## config.mk

```make
export PLATFORM = sky130hd
export DESIGN_NAME = bp_network_serializer_arbiter
export DESIGN_NICKNAME = d
export VERILOG_FILES = /design/src/rtl/bp_network_serializer_arbiter.sv
export SDC_FILE = /design/constraint.sdc
export NUM_CORES = 1
export LEC_CHECK = 0
export ABC_CLOCK_PERIOD_IN_PS = 7450
export CORE_ASPECT_RATIO = 0.7
export CORE_MARGIN = 2
export CORE_UTILIZATION = 45
export CTS_CLUSTER_SIZE = 8
export DETAILED_ROUTE_END_ITERATION = 8
export PLACE_DENSITY = 0.9
export SYNTH_ARGS = -nofsm -noshare
export SYNTH_HDL_FRONTEND = slang
export SYNTH_SLANG_ARGS = --single-unit
```

## constraint.sdc

```tcl
create_clock -name clk_i -period 7.45 [get_ports clk_i]
set_clock_uncertainty 0.1 [all_clocks]
set_input_delay 1.49 -clock clk_i [delete_from_list [all_inputs] [get_ports clk_i]]
set_output_delay 1.49 -clock clk_i [all_outputs]
set_load 0.05 [all_outputs]
```

## src/rtl/bp_network_serializer_arbiter.sv

```systemverilog
// ============================================================================
// Module   : bp_network_serializer_arbiter
// Brief    : Credit-gated round-robin arbiter feeding a one-entry holding
//            register for a shared network serializer.
//            Optional counters: BP_NETWORK_SERIALIZER_ARBITER_PERF_EN
// Revision : 1.0
// ============================================================================
`default_nettype none

module bp_network_serializer_arbiter #(
  parameter int num_req_p           = 2,
  parameter int num_dest_p          = 4,
  parameter int source_data_width_p = 64,
  parameter int credits_p           = 4,
  parameter int dest_id_width_lp    = (num_dest_p > 1) ? $clog2(num_dest_p) : 1
) (
  input  logic                                     clk_i,
  input  logic                                     reset_i,
  input  logic [num_req_p-1:0]                     valid_i,
  input  logic [num_req_p*source_data_width_p-1:0] data_i,
  output logic [num_req_p-1:0]                     ready_o,
  output logic                                     valid_o,
  output logic [source_data_width_p-1:0]           data_o,
  input  logic                                     ready_i,
  input  logic                                     credit_v_i,
  input  logic [dest_id_width_lp-1:0]              credit_dest_i
`ifdef BP_NETWORK_SERIALIZER_ARBITER_PERF_EN
  ,
  output logic [num_req_p*32-1:0]                  grant_count_o,
  output logic [31:0]                              credit_stall_count_o
`endif
);

  localparam int cred_w_lp = $clog2(credits_p + 1);
  localparam int ptr_w_lp  = (num_req_p > 1) ? $clog2(num_req_p) : 1;
  localparam int dw_lp     = source_data_width_p;

  typedef enum logic [0:0] {S_EMPTY = 1'b0, S_FULL = 1'b1} state_e;

  state_e                   state_q, state_d;
  logic [dw_lp-1:0]         data_q, data_d;
  logic [ptr_w_lp-1:0]      rr_ptr_q, rr_ptr_d;
  logic [cred_w_lp-1:0]     credit_q [num_dest_p];
  logic [cred_w_lp-1:0]     credit_d [num_dest_p];

  logic [dest_id_width_lp-1:0] dest [num_req_p];
  logic [num_req_p-1:0]        eligible;
  logic [num_req_p-1:0]        grant;
  logic                        any_elig;
  logic [ptr_w_lp-1:0]         win_idx;
  logic [dest_id_width_lp-1:0] win_dest;
  logic [dw_lp-1:0]            win_data;
  logic                        can_load;
  logic                        capture;

  // Out-of-range destinations are never eligible, so they cannot index credits.
  always_comb begin
    for (int k = 0; k < num_req_p; k++) begin
      dest[k]     = data_i[k*dw_lp + dw_lp - dest_id_width_lp +: dest_id_width_lp];
      eligible[k] = valid_i[k] && (int'(dest[k]) < num_dest_p) &&
                    (credit_q[dest[k]] != '0);
    end
  end

  always_comb begin
    grant    = '0;
    any_elig = 1'b0;
    win_idx  = '0;
    for (int i = 0; i < num_req_p; i++) begin
      if (!any_elig && eligible[(int'(rr_ptr_q) + i) % num_req_p]) begin
        any_elig = 1'b1;
        win_idx  = ptr_w_lp'((int'(rr_ptr_q) + i) % num_req_p);
      end
    end
    if (any_elig) grant[win_idx] = 1'b1;
    win_dest = dest[win_idx];
    win_data = data_i[int'(win_idx)*dw_lp +: dw_lp];
  end

  // A full register may refill in the same cycle it drains.
  always_comb begin
    state_d  = state_q;
    data_d   = data_q;
    rr_ptr_d = rr_ptr_q;
    ready_o  = '0;
    can_load = (state_q == S_EMPTY) || ready_i;
    capture  = can_load && any_elig && !reset_i;
    if (capture) begin
      ready_o  = grant;
      data_d   = win_data;
      state_d  = S_FULL;
      rr_ptr_d = ptr_w_lp'((int'(win_idx) + 1) % num_req_p);
    end else if (state_q == S_FULL && ready_i) begin
      state_d  = S_EMPTY;
    end
  end

  always_comb begin
    for (int d = 0; d < num_dest_p; d++) begin
      credit_d[d] = credit_q[d];
      if (capture && int'(win_dest) == d &&
          !(credit_v_i && int'(credit_dest_i) == d)) begin
        credit_d[d] = credit_q[d] - cred_w_lp'(1);
      end else if (credit_v_i && int'(credit_dest_i) == d &&
                   !(capture && int'(win_dest) == d) &&
                   credit_q[d] != cred_w_lp'(credits_p)) begin
        credit_d[d] = credit_q[d] + cred_w_lp'(1);
      end
    end
  end

  always_ff @(posedge clk_i) begin
    if (reset_i) begin
      state_q  <= S_EMPTY;
      data_q   <= '0;
      rr_ptr_q <= '0;
      for (int d = 0; d < num_dest_p; d++) credit_q[d] <= cred_w_lp'(credits_p);
    end else begin
      state_q  <= state_d;
      data_q   <= data_d;
      rr_ptr_q <= rr_ptr_d;
      for (int d = 0; d < num_dest_p; d++) credit_q[d] <= credit_d[d];
    end
  end

  assign valid_o = (state_q == S_FULL);
  assign data_o  = data_q;

`ifndef SYNTHESIS
  always_ff @(posedge clk_i) begin
    if (!reset_i) begin
      if (credit_v_i) begin
        assert (int'(credit_dest_i) < num_dest_p &&
                !(credit_q[credit_dest_i] == cred_w_lp'(credits_p) &&
                  !(capture && win_dest == credit_dest_i)))
          else $warning("credit return overflow on dest %0d", credit_dest_i);
      end
      for (int k = 0; k < num_req_p; k++) begin
        if (valid_i[k]) begin
          assert (int'(dest[k]) < num_dest_p)
            else $warning("source %0d targets invalid dest %0d", k, dest[k]);
        end
      end
    end
  end
`endif

`ifdef BP_NETWORK_SERIALIZER_ARBITER_PERF_EN
  logic [31:0] grant_cnt_q [num_req_p];
  logic [31:0] stall_cnt_q;

  always_ff @(posedge clk_i) begin
    if (reset_i) begin
      for (int k = 0; k < num_req_p; k++) grant_cnt_q[k] <= '0;
      stall_cnt_q <= '0;
    end else begin
      if (capture) grant_cnt_q[win_idx] <= grant_cnt_q[win_idx] + 32'd1;
      if ((|valid_i) && !any_elig && state_q == S_EMPTY)
        stall_cnt_q <= stall_cnt_q + 32'd1;
    end
  end

  always_comb begin
    for (int k = 0; k < num_req_p; k++) grant_count_o[k*32 +: 32] = grant_cnt_q[k];
  end
  assign credit_stall_count_o = stall_cnt_q;
`endif

endmodule

`default_nettype wire

```

==> run metrics <==
first-pass GRT wire length=18.88 mm; post-CTS setup buffer count=0; most frequent cells in the layout=201 x clkdlybuf4s50_1, 78 x nor2_1, 78 x dfxtp_1, 68 x a211oi_1, 67 x mux2i_1; post-synthesis instance total=roughly 480; multi-input logic area=0.002447 mm2; RSZ-0062 raised after global routing=false; pin count of the biggest net entering global routing=95; fill cell count=667; Mapped Nets=619; final WL=12.00 mm; unique cell type count in the Yosys netlist=between 50 and 60; CP Capture Type=output port; grt ovf=0; Clk Latency, worst-skew pair=0.33 ns; most common cell after layout, fill and taps aside=clkdlybuf4s50_1; hold_buf cts=0; Layout Area Growth over Synthesis=54.88%; Nets=796; final hold violations=0; Sink Count=78; PD cells=220.3 mW/mm2; Pwr Total=around 1.5 mW; Ys Warns=0; gp weighted congestion=roughly 0.92; PortBufs=between 200 and 250; Arrival @ worst endpoint=4.67 ns; Setup Viol. Count Final=0; Placement Cell Area=0.006252 mm2; Data required, critical path=5.86 ns; LEAKAGE=2.585 nW; H-Tree Depth=3; routed vias=4256; part of the cycle the worst path needs=about 84%; Starting Density=46.71%; Max IR drop VDD=0.1120 mV; HPWL after detailed placement=roughly 8.9 mm; max cap viols=0; Top Ports=203; Rows=29; Final Cell Area=0.006589 mm2; TNS Setup=0 ns; core area=0.009107 mm2; Tightest Hold Check Type=reg -> reg; crit path kind=in -> out; sequential area share after synthesis=36.71%; Sequential cell area=0.001562 mm2; vias in the first global route=4074; run status=finished clean; Slew @ Worst Pin=0.9111 ns; critical path startpoint category=input pin; Clk Tree Root Cell=clkbuf_16; TritonCTS Buffers=9; drt wl/cell=15.30 um; Yosys reg bits=a little under 80; Clock Tree Buf Depth=2; Tot GR Track Use=22.75%; Critical Path Fanout Max=26; post-synthesis async set-or-reset flop share=0%; clock-pin slew on the worst setup and hold paths=~0.06 ns; min cycle time layout=6.262 ns; Detailed Routing Iterations Pass 1=4; vias per cell=5.429; area of the die=between 0.01 and 0.015 mm2; Post-DRT Antenna Nets=0; antenna cells=0; layout cells sized above 1=4.242%; Synth Area per Inst=slightly below 9 um2; initial antenna violation count=0; die width=approximately 120 um; drt drc=0; fin util=approximately 72%; Synth Flop Type=dfxtp_1; initial DRC count=208; EDFF count, synth=0; Final Slew Violations=0; Rel. slew slack=approximately 39%; DIE HEIGHT=85.35 um; CTS tree=done; post-synthesis cell area=0.004254 mm2; maximum clock frequency=0.1597 GHz; CTS resizes=0
stage by stage:
stage	worst slack, ns	hold WS (ns)	instances
after global placement	1.340	0.3844	769
after floorplan	2.430	0.3760	479
after CTS	1.221	0.3977	784
after global routing	1.008	0.4079	784
final	1.188	0.3949	784
after detailed placement	1.244	0.3901	769
power breakdown:
part / internal (mW) / switching (mW) / leakage, nW
clock: 0.327 / 0.163 / 0.163
sequential: 0.459 / 0.0275 / 0.643
combinational: 0.201 / 0.274 / 1.78
total: 0.987 / 0.464 / 2.58
layer usage:
layer	global-route usage [%]	wire length [um]	up-vias
met3	6.384	1086	19
met4	6.448	176	0
met2	39.41	5497	202
met5	0	0	-
met1	27.84	5236	1905
li1	-	-	2130
flip-flops by register name, summed over array words and instances (netlist names):
| signal | flops |
|---|---|
| credit_q | 12 |
| data_o | 64 |
| rr_ptr_q | 1 |
| valid_o | 1 |
synth_stat cells (2+ instances only):
cell	number	area [um2]
nand2_1	16	60.06
and3_1	3	18.77
nand3b_1	2	15.01
a221oi_1	3	26.28
xnor2_1	3	26.28
a2111oi_1	3	30.03
clkbuf_1	27	101.4
and4_1	2	17.52
o21ai_0	7	35.03
nor3_1	18	90.09
or3_1	8	50.05
nor4b_1	2	17.52
buf_8	4	60.06
o21bai_1	2	15.01
a31oi_1	4	25.02
o22ai_1	4	25.02
inv_1	11	41.29
dfxtp_1	78	1562
buf_4	2	15.01
mux2i_1	67	670.6
a21o_1	6	45.04
or2_2	2	12.51
a211o_1	7	61.31
a21oi_1	8	40.04
or3b_1	2	17.52
buf_2	4	20.02
nor4_1	4	25.02
fa_1	4	80.08
a211oi_1	68	510.5
nand2b_1	5	31.28
nor2_1	78	292.8
nor2b_1	2	12.51
nand3_1	4	20.02
buf_6	2	22.52
worst paths after layout:
check                       from              to  slack [ns]  cells after the start
hold / removal        data_o[36]      data_o[36]        0.39                      2
setup reg to reg  credit_q[1][2]  credit_q[1][2]        4.08                     11
setup / recovery     data_i[126]      ready_o[0]        1.19                      7
hold reg to reg       data_o[36]      data_o[36]        0.39                      2
cell families (layout without fill, tap and decap cells):
kind of cell / count (synthesis) / count (layout) / share of synthesized area (%)
fa+ha+maj: 4 / 4 / 1.882
buf+inv: 51 / 232 / 6.206
xor+xnor: 3 / 3 / 0.6178
compound gates: 121 / 121 / 21.32
simple gates: 155 / 155 / 17.50
mux: 67 / 67 / 15.76
flops: 78 / 78 / 36.71
layout make-up:
type                    count  area share (%)
multi-input cells         350           37.14
flip-flops and latches     78           23.70
clock inverters             5           1.633
inverters                  11          0.6267
clock buffers              10           3.475
well taps                 124           2.355
repair buffers            206           31.07
critical path, stage by stage:
cell and delay [ns]:
clkdlybuf4s50_1 0.70, nor4b_1 0.44, nor3_1 0.17, a21oi_1 0.39, nand2b_4 0.50, and2_1 0.19
clkdlybuf4s50_1 0.79
(Power assumes the default switching activity.)
